`config.mk`:
```
export PLATFORM = sky130hd
export DESIGN_NAME = risc_controller_fsm_flat
export DESIGN_NICKNAME = d
export VERILOG_FILES = /design/src/rtl/risc_controller_fsm_if.sv /design/src/rtl/risc_controller_fsm.sv /design/src/flat_wrapper.sv
export SDC_FILE = /design/constraint.sdc
export NUM_CORES = 1
export LEC_CHECK = 0
export CORE_MARGIN = 2
export CORE_UTILIZATION = 39
export CTS_BUF_LIST = sky130_fd_sc_hd__clkbuf_4
export CTS_CLUSTER_SIZE = 25
export DETAILED_ROUTE_END_ITERATION = 8
export DONT_BUFFER_PORTS = 1
export GPL_TIMING_DRIVEN = 1
export PLACE_DENSITY = 0.55
export SYNTH_ARGS = -nofsm -noshare
export SYNTH_HDL_FRONTEND = slang
export SYNTH_SLANG_ARGS = --single-unit
```
`constraint.sdc`:
```
create_clock -name clk -period 1.35 [get_ports clk]
set_input_delay 0.2025 -clock clk [delete_from_list [all_inputs] [get_ports clk]]
set_output_delay 0.2025 -clock clk [all_outputs]
set_load 0.03 [all_outputs]
```
`src/rtl/risc_controller_fsm_if.sv`:
```
// ---------------------------------------------------------------------------
// risc_controller_fsm_if
// Bundles the instruction-side inputs and the datapath control outputs of the
// RISC controller.
//   s        : start request (sampled in WAIT)
//   opcode   : instruction bits [15:13] (sampled in DECODE)
//   op       : instruction bits [12:11] (sampled in DECODE)
//   w        : controller idle in WAIT, ready for s
//   nsel     : one-hot register select (001=Rn, 010=Rd, 100=Rm)
//   vsel     : write-back select (00=C, 01=PC, 10=sximm8, 11=mdata)
//   write, loada, loadb, asel, bsel, loadc, loads : datapath strobes
//   state    : current controller state code (debug)
// Modports: master drives the instruction side, slave is the controller.
// ---------------------------------------------------------------------------
interface risc_controller_fsm_if;
   logic       s;
   logic [2:0] opcode;
   logic [1:0] op;
   logic       w;
   logic [2:0] nsel;
   logic [1:0] vsel;
   logic       write;
   logic       loada;
   logic       loadb;
   logic       asel;
   logic       bsel;
   logic       loadc;
   logic       loads;
   logic [2:0] state;

   modport master (
      output s, opcode, op,
      input  w, nsel, vsel, write, loada, loadb, asel, bsel, loadc, loads, state
   );

   modport slave (
      input  s, opcode, op,
      output w, nsel, vsel, write, loada, loadb, asel, bsel, loadc, loads, state
   );
endinterface

```
`src/rtl/risc_controller_fsm.sv`:
```
// ---------------------------------------------------------------------------
// risc_controller_fsm
// Moore controller sequencing a simple RISC datapath for MOV-immediate,
// MOV-register, ADD/AND/MVN and CMP instructions.
//   clk   : single clock, rising edge
//   reset : synchronous, active-low reset
//   bus   : risc_controller_fsm_if.slave (instruction inputs, control outputs)
// All outputs come straight from flops. The output flops are loaded with the
// decoding of the next state, so they always equal the decoding of the
// current state and never depend combinationally on s/opcode/op.
// ---------------------------------------------------------------------------
module risc_controller_fsm (
   input  logic                   clk,
   input  logic                   reset,
   risc_controller_fsm_if.slave   bus
);

   typedef enum logic [2:0] {
      S_WAIT      = 3'b000,
      S_DECODE    = 3'b001,
      S_WRITE_IMM = 3'b010,
      S_GETA      = 3'b011,
      S_GETB      = 3'b100,
      S_ALU       = 3'b101,
      S_MOVSH     = 3'b110,
      S_WRITE_REG = 3'b111
   } state_t;

   typedef enum logic [1:0] {
      CL_MOVIMM = 2'b00,
      CL_MOVREG = 2'b01,
      CL_ALU    = 2'b10,
      CL_CMP    = 2'b11
   } iclass_t;

   typedef struct packed {
      logic       w;
      logic [2:0] nsel;
      logic [1:0] vsel;
      logic       write;
      logic       loada;
      logic       loadb;
      logic       asel;
      logic       bsel;
      logic       loadc;
      logic       loads;
   } ctrl_t;

   state_t  state_r;
   state_t  next_state_s;
   iclass_t class_r;
   iclass_t class_next_s;
   ctrl_t   ctrl_r;
   ctrl_t   ctrl_next_s;

   // Control word for a state; anything not named for a state stays 0.
   function automatic ctrl_t ctrl_for(input state_t st, input iclass_t cl);
      ctrl_t c;
      c = ctrl_t'(13'd0);
      case (st)
         S_WAIT: begin
            c.w = 1'b1;
         end
         S_DECODE: begin
            c.w = 1'b0;
         end
         S_WRITE_IMM: begin
            c.nsel  = 3'b001;
            c.vsel  = 2'b10;
            c.write = 1'b1;
         end
         S_GETA: begin
            c.nsel  = 3'b001;
            c.loada = 1'b1;
         end
         S_GETB: begin
            c.nsel  = 3'b100;
            c.loadb = 1'b1;
         end
         S_ALU: begin
            c.loadc = 1'b1;
            c.loads = (cl == CL_CMP) ? 1'b1 : 1'b0;
         end
         S_MOVSH: begin
            c.asel  = 1'b1;
            c.loadc = 1'b1;
         end
         S_WRITE_REG: begin
            c.nsel  = 3'b010;
            c.vsel  = 2'b00;
            c.write = 1'b1;
         end
         default: begin
            c = ctrl_t'(13'd0);
         end
      endcase
      return c;
   endfunction

   // Next-state and instruction-class decode.
   always_comb begin
      next_state_s = S_WAIT;
      class_next_s = class_r;
      case (state_r)
         S_WAIT: begin
            if (bus.s) begin
               next_state_s = S_DECODE;
            end else begin
               next_state_s = S_WAIT;
            end
         end
         S_DECODE: begin
            // Undefined encodings fall back to WAIT and leave the class as is.
            case ({bus.opcode, bus.op})
               5'b110_10: begin
                  next_state_s = S_WRITE_IMM;
                  class_next_s = CL_MOVIMM;
               end
               5'b110_00: begin
                  next_state_s = S_GETB;
                  class_next_s = CL_MOVREG;
               end
               5'b101_01: begin
                  next_state_s = S_GETA;
                  class_next_s = CL_CMP;
               end
               5'b101_00, 5'b101_10, 5'b101_11: begin
                  next_state_s = S_GETA;
                  class_next_s = CL_ALU;
               end
               default: begin
                  next_state_s = S_WAIT;
                  class_next_s = class_r;
               end
            endcase
         end
         S_WRITE_IMM: begin
            next_state_s = S_WAIT;
         end
         S_GETA: begin
            next_state_s = S_GETB;
         end
         S_GETB: begin
            if (class_r == CL_MOVREG) begin
               next_state_s = S_MOVSH;
            end else begin
               next_state_s = S_ALU;
            end
         end
         S_ALU: begin
            if (class_r == CL_CMP) begin
               next_state_s = S_WAIT;
            end else begin
               next_state_s = S_WRITE_REG;
            end
         end
         S_MOVSH: begin
            next_state_s = S_WRITE_REG;
         end
         S_WRITE_REG: begin
            next_state_s = S_WAIT;
         end
         default: begin
            next_state_s = S_WAIT;
         end
      endcase
   end

   // Control word to be presented once the next state is entered.
   always_comb begin
      ctrl_next_s = ctrl_for(next_state_s, class_next_s);
   end

   // State, latched class and registered outputs; reset overrides everything.
   always_ff @(posedge clk) begin
      if (!reset) begin
         state_r <= S_WAIT;
         class_r <= CL_MOVIMM;
         ctrl_r  <= ctrl_for(S_WAIT, CL_MOVIMM);
      end else begin
         state_r <= next_state_s;
         class_r <= class_next_s;
         ctrl_r  <= ctrl_next_s;
      end
   end

   assign bus.w     = ctrl_r.w;
   assign bus.nsel  = ctrl_r.nsel;
   assign bus.vsel  = ctrl_r.vsel;
   assign bus.write = ctrl_r.write;
   assign bus.loada = ctrl_r.loada;
   assign bus.loadb = ctrl_r.loadb;
   assign bus.asel  = ctrl_r.asel;
   assign bus.bsel  = ctrl_r.bsel;
   assign bus.loadc = ctrl_r.loadc;
   assign bus.loads = ctrl_r.loads;
   assign bus.state = state_r;

endmodule
```
`src/flat_wrapper.sv`:
```
// flat-port wrapper written by rule: the top's interface ports become plain ports
module risc_controller_fsm_flat 
  (clk, reset, bus_s, bus_opcode, bus_op, bus_w, bus_nsel, bus_vsel, bus_write, bus_loada, bus_loadb, bus_asel, bus_bsel, bus_loadc, bus_loads, bus_state);
  risc_controller_fsm_if bus_i ();
  input  logic clk;
  input  logic reset;
  input wire logic [$bits(bus_i.s)-1:0] bus_s;
  input wire logic [$bits(bus_i.opcode)-1:0] bus_opcode;
  input wire logic [$bits(bus_i.op)-1:0] bus_op;
  output wire logic [$bits(bus_i.w)-1:0] bus_w;
  output wire logic [$bits(bus_i.nsel)-1:0] bus_nsel;
  output wire logic [$bits(bus_i.vsel)-1:0] bus_vsel;
  output wire logic [$bits(bus_i.write)-1:0] bus_write;
  output wire logic [$bits(bus_i.loada)-1:0] bus_loada;
  output wire logic [$bits(bus_i.loadb)-1:0] bus_loadb;
  output wire logic [$bits(bus_i.asel)-1:0] bus_asel;
  output wire logic [$bits(bus_i.bsel)-1:0] bus_bsel;
  output wire logic [$bits(bus_i.loadc)-1:0] bus_loadc;
  output wire logic [$bits(bus_i.loads)-1:0] bus_loads;
  output wire logic [$bits(bus_i.state)-1:0] bus_state;
  assign bus_i.s = bus_s;
  assign bus_i.opcode = bus_opcode;
  assign bus_i.op = bus_op;
  assign bus_w = bus_i.w;
  assign bus_nsel = bus_i.nsel;
  assign bus_vsel = bus_i.vsel;
  assign bus_write = bus_i.write;
  assign bus_loada = bus_i.loada;
  assign bus_loadb = bus_i.loadb;
  assign bus_asel = bus_i.asel;
  assign bus_bsel = bus_i.bsel;
  assign bus_loadc = bus_i.loadc;
  assign bus_loads = bus_i.loads;
  assign bus_state = bus_i.state;
  risc_controller_fsm u_core (.clk(clk), .reset(reset), .bus(bus_i));
endmodule
```
* Word-level counts from Yosys, hierarchy flattened *
Index checks and enable logic that the tools add are counted.
Widths: inputs -> output; s select.

operators by class
  equality and inequality tests = 22
  reduce and logical (&&, ||, !) cells = 8
  multiplexer cells = 15

operator list
  kind                number
  $eq 5x5->1 const B  6
  $eq 3x3->1 const B  8
  $pmux 3 s7          1
  $pmux 3 s3          2
  $eq 3x2->1 const B  4
  $pmux 2 s4          1
  $mux 1              7
  $logic_not 3->1     2
  $pmux 3 s2          1
  $reduce_or 2->1     3
  $eq 2x2->1 const B  2
  $mux 2              2
  $reduce_or 4->1     1
  $eq 3x1->1 const B  1
  $mux 3              1
  $reduce_or 3->1     1
  $eq 2x1->1 const B  1
  $reduce_and 2->1    1

storage, ports and cells
  bits in registers = 17
  bits of input ports = 8
  word-level logic and storage cells = 56

* Logic depth before layout (Yosys ltp) *
Gate-level depths: netlist (run 1).

  word-level depth = 7
  mapped depth = 6

* Worst setup path after synthesis (run 1) *
OpenSTA, ideal clock, no wires.

  path type = reg-to-reg
  start point = reg u_core.state_r[1], in the netlist u_core.bus.state[1]
  end point = reg u_core.ctrl_r (netlist bit u_core.bus.write)
  arrival time = 1.608 ns
  path buffers = 1
  setup time = 0.071 ns
  clock period less this slack = 1.679 ns
  setup slack = -0.329 ns
  cell stages (with the launch flop) = 7
  cells stage by stage = dfxtp_1 -> buf_4 -> nor2_2 -> a311oi_2 -> a211oi_1 -> or2_0 -> a21oi_1

on the way
  longest elaborated chain between the ends = 5

RTL lines
  element                                          RTL line                    source
  from (decl)                                      risc_controller_fsm.sv:49   state_t state_r;
  from (signal assigned)                           risc_controller_fsm.sv:181  state_r <= next_state_s;
  $eq 3x2->1 / $eq 3x3->1 (equally long branches)  risc_controller_fsm.sv:104  case (state_r)
  $reduce_or 2->1 (no line)                        n/a
  $pmux 3 s7 *                                     risc_controller_fsm.sv:104
  $eq 3x3->1 / $eq 3x2->1 (equally long branches)  risc_controller_fsm.sv:60   case (st)
  $pmux 3 s2 *                                     risc_controller_fsm.sv:60
  to (signal assigned)                             risc_controller_fsm.sv:179  ctrl_r <= ctrl_for(S_WAIT, CL_MOVIMM);
  to (signal assigned)                             risc_controller_fsm.sv:183  ctrl_r <= ctrl_next_s;
  to (decl)                                        risc_controller_fsm.sv:53   ctrl_t ctrl_r;

Every way passes the cells marked *; elsewhere a longest branch is shown, timed or not.
A chain may end at the register's enable or synchronous reset.

* Worst setup path in the final report (run 1) *
  start point = reg u_core.state_r[0], in the netlist u_core.bus.state[0]
  end point = reg u_core.ctrl_r (netlist bit u_core.bus.nsel[2])

on the way
  longest elaborated chain between the ends = 6

RTL lines
  element                                          RTL line
  $eq 3x2->1 / $eq 3x3->1 (equally long branches)  risc_controller_fsm.sv:104
  $reduce_or 2->1 (no line)                        n/a
  $pmux 3 s7 *                                     risc_controller_fsm.sv:104
  $eq 3x2->1                                       risc_controller_fsm.sv:60
  $reduce_or 2->1 (no line)                        n/a
  $pmux 3 s3 *                                     risc_controller_fsm.sv:60

Marked as above.

==> results of run 1 <==
logic make-up after synthesis:
family / count (synthesis) / share of synthesized area, %
flops: 16 / 42.67
buf+inv: 7 / 6.000
simple gates: 30 / 24.17
compound gates: 17 / 25.50
other cells: 1 / 0.4995
xor+xnor: 1 / 1.167
worst max-delay path by stage:
stage	startpoint	depth (start not counted)	end
2_1_floorplan	u_core.bus.state[1]$_SDFF_PN0_	5	u_core.bus.write$_SDFF_PN0_
4_1_cts	u_core.bus.state[1]$_SDFF_PN0_	5	u_core.bus.write$_SDFF_PN0_
6_report	u_core.bus.state[0]$_SDFF_PN0_	5	u_core.bus.nsel[2]$_SDFF_PN0_
3_3_place_gp	u_core.bus.state[1]$_SDFF_PN0_	7	u_core.bus.nsel[1]$_SDFF_PN0_
3_5_place_dp	u_core.bus.state[1]$_SDFF_PN0_	5	u_core.bus.nsel[2]$_SDFF_PN0_
5_1_grt	u_core.bus.state[0]$_SDFF_PN0_	5	u_core.bus.nsel[2]$_SDFF_PN0_
placed cells by master, fill, tap and decap left out, types with 2 or more instances in the layout:
cell type	Yosys	final
buf_4	3	15
dfxtp_1	16	13
clkbuf_4	0	3
nand2b_1	2	2
inv_1	2	2
nor2_4	0	3
nor3_2	1	3
nand2_2	0	3
o21ai_1	0	2
buf_6	1	5
dfxtp_4	0	2
conb_1	1	2
nor2_1	6	4
a21oi_1	4	4
nand2_1	5	2
per-stage QoR:
step,TNS [ns],worst slack (ns),hold slack (ns),instance area [um2]
finish,-0.4529,-0.09375,0.03034,1087
global route,-1.333,-0.1504,0.01344,1087
CTS,-0.6474,-0.08154,0.02407,1049
detailed placement,-0.6381,-0.08456,0.2941,925.9
global placement,-0.5084,-0.08626,0.2936,925.9
floorplan,-0.1316,-0.05148,0.2736,799.5
area by class of cell:
type	count	area (um2)
sequential	16	329.1
clock inverter	1	3.754
inverter	3	11.26
multi-input combinational	50	490.5
timing repair buffer	22	198.9
clock buffer	3	22.52
tap	25	31.28
fill	170	676.9
repair_timing:
action / in CTS / in global routing
hold endpoints to repair: 1 / 0
pin swaps: 10 / 13
setup endpoints to repair: 13 / 14
setup buffers: 4 / 1
hold buffers: 1 / 0
gates resized for setup: 14 / 8
flip-flops by register name (all words and copies together), names as in the netlist:
register and cells:
u_core.bus.loada 1, u_core.bus.loadb 1, u_core.bus.write 1, u_core.class_r 2, u_core.bus.vsel 1, u_core.bus.loadc 1, u_core.bus.w 1, u_core.bus.loads 1
u_core.bus.state 3, u_core.bus.asel 1, u_core.bus.nsel 3
layer usage:
metal / global-route usage [%] / vias up
met3: 8.302 / 4
li1: - / 301
met1: 20.14 / 301
met4: 6.486 / 0
met2: 26.67 / 11
met5: 0 / -
synthesized netlist by cell type, types with 2 or more instances:
library cell,count,area share (%)
nor2_2,2,1.7
o21ai_0,2,1.3
o2bb2ai_2,2,4.0
nor3_1,2,1.3
nand2b_1,2,1.7
a21oi_1,4,2.7
inv_1,2,1.0
buf_4,3,3.0
and2_1,2,1.7
nor2_1,6,3.0
dfxtp_1,16,43
nand2_1,5,2.5
power by group:
| part | switching (W) | leakage, nW | internal [W] |
|---|---|---|---|
| Clock | 0.000141 | 0.0154 | 0.000107 |
| Sequential | 0.0000186 | 0.131 | 0.000479 |
| Combinational | 0.0000867 | 0.262 | 0.0000903 |
==> results.json, run 1 <==
{
  "run_status": "finished, violations left",
  "violations": "setup timing",
  "fin_util_pct": 61.63,
  "crit_required_ns": 1.56,
  "power_w": 0.0009224,
  "worstRegToRegCells": 5,
  "worstPathArrival_ns": 1.65,
  "r2r-end": "u_core.bus.nsel[2]$_SDFF_PN0_",
  "drc": 0,
  "cpPeakStageDelay_ns": 0.38,
  "clock_tree.buffer_depth": 2,
  "cts_tree": "yes",
  "cts_sinks": 16,
  "die_area_mm2": 0.002292,
  "ctsRootBufferMaster": "clkbuf_4",
  "reg2reg_slack_ns": -0.09,
  "hold_viol": 0,
  "cts.clk_slew.worst_paths_ns": 0.09,
  "grt_max_degree": 10,
  "die_y_um": 47.88,
  "cp-start-kind": "flop",
  "ir_drop_mv": 0.7795,
  "drv_slew": 0,
  "cp-end-kind": "flop",
  "cts-buffers-inserted": 3,
  "routed_wl_um": 1639,
  "first_pass_iters": 3,
  "wl_met1_um": 612,
  "place_congestion": 0.7614,
  "setup_ws_ns": -0.09375,
  "routed-via-count": 617,
  "path_delay_family": "simple AND/OR/NAND/NOR gates",
  "timing.final.crit_share_pct": 106.9,
  "cpMaxStageDelayCell": "dfxtp_4",
  "gr-total-overflow": 0,
  "cellPowerDensity_mw_per_mm2": 848.3,
  "synth_edf_count": 0,
  "wl_met2_um": 907,
  "dpl.hpwl_um": 1173,
  "fp-row-count": 15,
  "synthFlopType": "dfxtp_1",
  "yosys_warnings": 0,
  "drive_above_1_share_pct": 55.79,
  "grt_pass1_wl_um": 2587,
  "postSynthCellCount": 72,
  "min_from": "reset",
  "core-area_mm2": 0.001764,
  "synth-seq-cells": 16,
  "route.met3.wl_um": 96,
  "clock_skew_ns": 0.004639,
  "portBuffers": 0,
  "synthDistinctLibCells": 36,
  "initial_core_util_pct": 42.55,
  "min_to": "u_core.bus.state[0]$_SDFF_PN0_",
  "h-tree-depth": 1,
  "fin_crit_ns": 1.444,
  "dpl.cell_count": 111,
  "ant_nets": 0,
  "nets": 104,
  "routed_via_density": 5.142,
  "antenna_found_initial": 0,
  "area_delta_synth_final_pct": 44.83,
  "maxCapViolCount": 0,
  "finalSetupViolCount": 9,
  "route.detailed.wl_per_inst_um": 13.66,
  "track_usage_pct": 17.06,
  "crit_buf_inv": 1,
  "synthArstFlopShare_pct": 0,
  "synth-seq-area-share_pct": 42.67,
  "io-pin-count": 24,
  "leakage_nw": 0.4084,
  "die_width_um": 47.88,
  "hp-class": "primary input to flop",
  "top_layer_used": "met4",
  "critPathKind": "flop to flop",
  "rsz0062_at_grt": "true",
  "clock.fmax_mhz": 692.6,
  "synth_area_per_cell_um2": 10.43,
  "hold_path_depth": 1,
  "finalNonFillerCells": 120,
  "syn_area_um2": 750.7,
  "r2r_start": "u_core.bus.state[0]$_SDFF_PN0_",
  "grt_pass1_vias": 551,
  "drtIter0Drc": 8,
  "n_antenna_cell": 0,
  "path_cells": "or3_4, a21oi_4, a2111oi_4, buf_4, nor3_2",
  "clk_latency_ns": 0.28,
  "path_max_fanout": 5
}
(Power assumes the default switching activity.)
==> run 2: changes to the inputs <==
--- a/config.mk
+++ b/config.mk
@@ -11,7 +11,7 @@
 export CTS_CLUSTER_SIZE = 25
 export DETAILED_ROUTE_END_ITERATION = 8
 export DONT_BUFFER_PORTS = 1
-export GPL_TIMING_DRIVEN = 1
+export MAX_ROUTING_LAYER = met4
 export PLACE_DENSITY = 0.55
 export SYNTH_ARGS = -nofsm -noshare
 export SYNTH_HDL_FRONTEND = slang
==> run 2 against run 1 <==
The flow still finishes with violations (setup timing). Routed wire length barely moved. Clock skew barely moved. Die area did not move. Combinational power barely moved. Utilization did not move. Sequential cell count did not move. Worst hold slack improved by 0.0019 ns. Global-route usage rose by 0.62 points. Sequential share of layout area did not move. Setup slack barely moved. Critical path type unchanged.
==> results.json, run 2 (synthesis gave the netlist of run 1 again) <==
{
  "fin_area_mm2": 0.001087,
  "maxCapViolCount": 0,
  "place_congestion": 0.7714,
  "core-area_mm2": 0.001764,
  "setup_ws_ns": -0.09370,
  "drive_above_1_share_pct": 55.79,
  "grt_max_degree": 10,
  "final_common_cell": "buf_4",
  "portBuffers": 0,
  "multi_input_area_um2": 490.5,
  "cts_tree": "yes",
  "clock_tree.buffer_depth": 2,
  "clk_latency_ns": 0.28,
  "cellPowerDensity_mw_per_mm2": 847.0,
  "hold_ws_ns": 0.03226,
  "io-pin-count": 24,
  "cts_sinks": 16,
  "crit_required_ns": 1.56,
  "cts.clk_slew.worst_paths_ns": 0.09,
  "drc": 0,
  "crit_buf_inv": 1,
  "die_y_um": 47.88,
  "routed_via_density": 5.142,
  "cpPeakStageDelay_ns": 0.38,
  "p_seq_share_pct": 54.0,
  "run_status": "finished, violations left",
  "regArea_um2": 329.1,
  "path_max_fanout": 5,
  "p_comb_share_pct": 19.2,
  "n_antenna_cell": 0,
  "routed-via-count": 617,
  "path_cells": "or3_4, a21oi_4, a2111oi_4, buf_4, nor3_2",
  "fp-row-count": 15,
  "cp-end-kind": "flop",
  "cts-buffers-inserted": 3,
  "rsz0062_at_grt": "true",
  "leakage_nw": 0.4084,
  "hp-class": "primary input to flop",
  "hold_viol": 0,
  "ctsRootBufferMaster": "clkbuf_4",
  "p_int_w": 0.0006764,
  "clock.fmax_mhz": 692.7,
  "critPathKind": "flop to flop",
  "switching_share_pct": 26.56,
  "area_delta_synth_final_pct": 44.83,
  "fin_crit_ns": 1.444,
  "nets": 104,
  "violations": "setup timing",
  "dpl-instance-area_um2": 925.9,
  "fill_cells": 170,
  "timing.final.crit_share_pct": 106.9,
  "switchingPower_w": 0.0002446,
  "antenna_found_initial": 0,
  "final_cell_mix": "15 x buf_4, 13 x dfxtp_1, 5 x buf_6",
  "initial_core_util_pct": 42.55,
  "dpl.hpwl_um": 1173,
  "grt_pass1_vias": 548,
  "h-tree-depth": 1,
  "route.detailed.wl_per_inst_um": 13.65,
  "die_width_um": 47.88,
  "cpMaxStageDelayCell": "dfxtp_4",
  "ir_drop_mv": 0.7794,
  "die_area_mm2": 0.002292,
  "first_pass_iters": 3,
  "worstPathArrival_ns": 1.65,
  "power_frac_clock_pct": 26.8,
  "track_usage_pct": 17.68,
  "clock_skew_ns": 0.004651,
  "finalSetupViolCount": 9,
  "dp_slack_ns": -0.08456,
  "gr-total-overflow": 0,
  "ant_nets": 0,
  "cp-start-kind": "flop",
  "reg2reg_slack_ns": -0.09,
  "drv_slew": 0,
  "routed_wl_um": 1638,
  "path_delay_family": "simple AND/OR/NAND/NOR gates",
  "power_w": 0.0009210,
  "drtIter0Drc": 8,
  "grt_pass1_wl_um": 2601
}
run 2: power groups by stage:
stage / logic (W) / clock network, W / registers [W]
3_5_place_dp: 0.000146 / 0 / 0.000508
5_1_grt: 0.000189 / 0.000282 / 0.000499
6_report: 0.000177 / 0.000247 / 0.000497
2_1_floorplan: 0.000102 / 0 / 0.000513
3_3_place_gp: 0.000145 / 0 / 0.000508
4_1_cts: 0.000173 / 0.000260 / 0.000497
run 2: path summary, 6_finish.rpt:
kind                                                startpoint                             end  cells past startpoint
worst max-delay path            u_core.bus.state[0]$_SDFF_PN0_   u_core.bus.nsel[2]$_SDFF_PN0_                      5
worst min-delay path                                     reset  u_core.bus.state[0]$_SDFF_PN0_                      1
worst max register to register  u_core.bus.state[0]$_SDFF_PN0_   u_core.bus.nsel[2]$_SDFF_PN0_                      5
worst min register to register    u_core.class_r[1]$_SDFF_PN0_    u_core.class_r[1]$_SDFF_PN0_                      1
run 2: area by class of cell:
type,count,share of cell area (%)
repair buffers,22,18.30
clock inverters,1,0.3452
well taps,25,2.877
clock buffers,3,2.071
flip-flops and latches,16,30.26
inverters,3,1.036
multi-input cells,50,45.11
run 2: repair_timing:
action,CTS,global route
setup buffers,4,1
gates resized for setup,14,8
endpoints found under the setup margin,13,14
pin swaps,10,13
hold endpoints to repair,1,0
hold buffers,1,0
run 2: per-stage QoR:
stage / TNS [ns] / std cells / utilization (%)
3_3_place_gp: -0.5084 / 111 / 52.48
4_1_cts: -0.6474 / 119 / 59.43
6_report: -0.4542 / 120 / 61.63
5_1_grt: -1.333 / 120 / 61.63
2_1_floorplan: -0.1316 / 73 / -
3_5_place_dp: -0.6381 / 111 / 52.48
run 2: per-layer routing:
metal	up-vias	track usage, %	wire, um
met1	301	20.81	626
met4	0	6.486	23
met5	-	-	0
li1	301	-	-
met2	11	26.67	907
met3	4	7.547	80
==> run 3: changes to the inputs <==
--- a/config.mk
+++ b/config.mk
@@ -5,14 +5,14 @@
 export SDC_FILE = /design/constraint.sdc
 export NUM_CORES = 1
 export LEC_CHECK = 0
+export BUFFER_PORTS_ARGS = -buffer_cell sky130_fd_sc_hd__buf_2
 export CORE_MARGIN = 2
 export CORE_UTILIZATION = 39
 export CTS_BUF_LIST = sky130_fd_sc_hd__clkbuf_4
 export CTS_CLUSTER_SIZE = 25
 export DETAILED_ROUTE_END_ITERATION = 8
-export DONT_BUFFER_PORTS = 1
 export MAX_ROUTING_LAYER = met4
-export PLACE_DENSITY = 0.55
+export PLACE_DENSITY = 0.66
 export SYNTH_ARGS = -nofsm -noshare
 export SYNTH_HDL_FRONTEND = slang
 export SYNTH_SLANG_ARGS = --single-unit
==> run 3 against run 2 <==
Worst hold slack improved by 0.15 ns. Routed wire length is 7.9% higher. Setup slack about the same. Highest routed layer is now met3. Combinational power is 23% higher. Largest cell class unchanged. The run still ends with setup timing left. Die area unchanged.
==> results.json, run 3 (synthesis gave the netlist of run 1 again) <==
{
  "final_cell_mix": "21 x buf_2, 16 x buf_4, 11 x dfxtp_1",
  "ant_nets": 0,
  "drtIter0Drc": 10,
  "fin_crit_ns": 1.443,
  "multi_input_area_um2": 516.7,
  "finalSetupViolCount": 11,
  "initial_core_util_pct": 42.55,
  "path_delay_family": "compound AO/OA/AOI/OAI gates",
  "track_usage_pct": 15.49,
  "grt_pass1_wl_um": 2311,
  "r2r_start": "u_core.class_r[1]$_SDFF_PN0_",
  "worstSetupPathDepth": 7,
  "cp-end-kind": "flop",
  "finalNonFillerCells": 138,
  "grt_max_degree": 10,
  "setup_ws_ns": -0.09336,
  "r2r-end": "u_core.bus.loadc$_SDFF_PN0_",
  "io-pin-count": 24,
  "cp-start-kind": "flop",
  "cpMaxStageDelayCell": "dfxtp_2",
  "gr-total-overflow": 0,
  "critPathCapture": "u_core.bus.loadc$_SDFF_PN0_",
  "critPathKind": "flop to flop",
  "dpl.cell_count": 129,
  "violations": "setup timing",
  "maxCapViolCount": 0,
  "cts_tree": "yes",
  "clock_tree.buffer_depth": 2,
  "cpPeakStageDelay_ns": 0.34,
  "tns_ns": -0.6283,
  "ir_drop_mv": 0.5169,
  "drc": 0,
  "hold_viol": 0,
  "crit_required_ns": 1.53,
  "hold_path_depth": 2,
  "cellPowerDensity_mw_per_mm2": 809.0,
  "h-tree-depth": 1,
  "antenna_found_initial": 0,
  "ctsRootBufferMaster": "clkbuf_4",
  "cts-buffers-inserted": 3,
  "routed_wl_um": 1767,
  "path_cells": "buf_4, and2_4, o31ai_4, o2bb2ai_4, buf_12, xnor2_2, nor2_1",
  "cts_sinks": 16,
  "drv_slew": 0,
  "power_w": 0.0009606,
  "place_congestion": 0.8167,
  "cp-startpoint": "u_core.class_r[1]$_SDFF_PN0_",
  "leakage_nw": 0.5052,
  "drive_above_1_share_pct": 69.03,
  "die_area_mm2": 0.002292,
  "hp-class": "primary input to flop",
  "ctsHoldBuffers": 0,
  "die_y_um": 47.88,
  "reg2reg_slack_ns": -0.09,
  "dpl.hpwl_um": 1187,
  "n_antenna_cell": 0,
  "first_pass_iters": 2,
  "portBuffers": 21,
  "clock_skew_ns": 0.001831,
  "final_common_cell": "buf_2",
  "run_status": "finished, violations left",
  "die_width_um": 47.88,
  "routed-via-count": 667,
  "core-area_mm2": 0.001764,
  "cts.clk_slew.worst_paths_ns": 0.09,
  "path_max_fanout": 5,
  "fp-row-count": 15,
  "routed_via_density": 4.833,
  "worstPathArrival_ns": 1.63,
  "clock.fmax_mhz": 692.8,
  "route.detailed.wl_per_inst_um": 12.80,
  "area_delta_synth_final_pct": 58.17,
  "fill_cells": 140,
  "rsz0062_at_grt": "true",
  "nets": 122,
  "grt_pass1_vias": 547,
  "timing.final.crit_share_pct": 106.9,
  "clk_latency_ns": 0.28,
  "crit_buf_inv": 2,
  "regArea_um2": 334.1,
  "worstRegToRegCells": 7
}
[run 3: worst min path at each step]
stage / startpoint / end / slack, ns
after global routing: reset / u_core.bus.w$_SDFF_PN1_ / 0.18
after global placement: reset / u_core.bus.w$_SDFF_PN1_ / 0.47
after CTS: reset / u_core.bus.w$_SDFF_PN1_ / 0.17
after floorplan: reset / u_core.bus.w$_SDFF_PN1_ / 0.27
after detailed placement: reset / u_core.bus.w$_SDFF_PN1_ / 0.47
final: reset / u_core.bus.w$_SDFF_PN1_ / 0.18
[run 3: through the flow]
stage	setup slack (ns)	cell area (um2)	hold slack [ns]	util (%)
detailed placement	-0.2100	996.0	0.4669	56.45
floorplan	-0.05148	799.5	0.2736	-
finish	-0.09336	1187	0.1803	67.31
CTS	-0.1129	1059	0.1750	60.00
global placement	-0.1276	996.0	0.4719	56.45
global route	-0.1539	1187	0.1799	67.31
[run 3: cell type report]
type | count | share of cell area, %
repair buffers | 40 | 22.55
clock buffers | 3 | 1.897
clock inverters | 1 | 0.3161
multi-input cells | 50 | 43.52
inverters | 3 | 0.9484
flip-flops and latches | 16 | 28.13
well taps | 25 | 2.634
[run 3: what timing repair did]
| action | in CTS | in global routing |
|---|---|---|
| cloned | 0 | 0 |
| gates resized for setup | 7 | 18 |
| buffers inserted | 4 | 2 |
| pin swaps | 4 | 7 |
| endpoints found under the setup margin | 13 | 14 |
[run 3: metal layers]
layer / share of wire (%) / track usage (%) / vias up / routed length, um
met3: 2.0 / 5.660 / 0 / 36
met5: 0 / - / - / 0
met1: 45 / 18.64 / 320 / 803
met2: 53 / 25.60 / 11 / 928
met4: 0 / 1.622 / 0 / 0
li1: - / - / 336 / -
[run 3: where the power goes]
group	internal, W	leakage (nW)	switching, W
Sequential	0.000477	0.133	0.00000805
Clock	0.000107	0.0154	0.000152
Combinational	0.000103	0.357	0.000114
Total	0.000687	0.505	0.000273
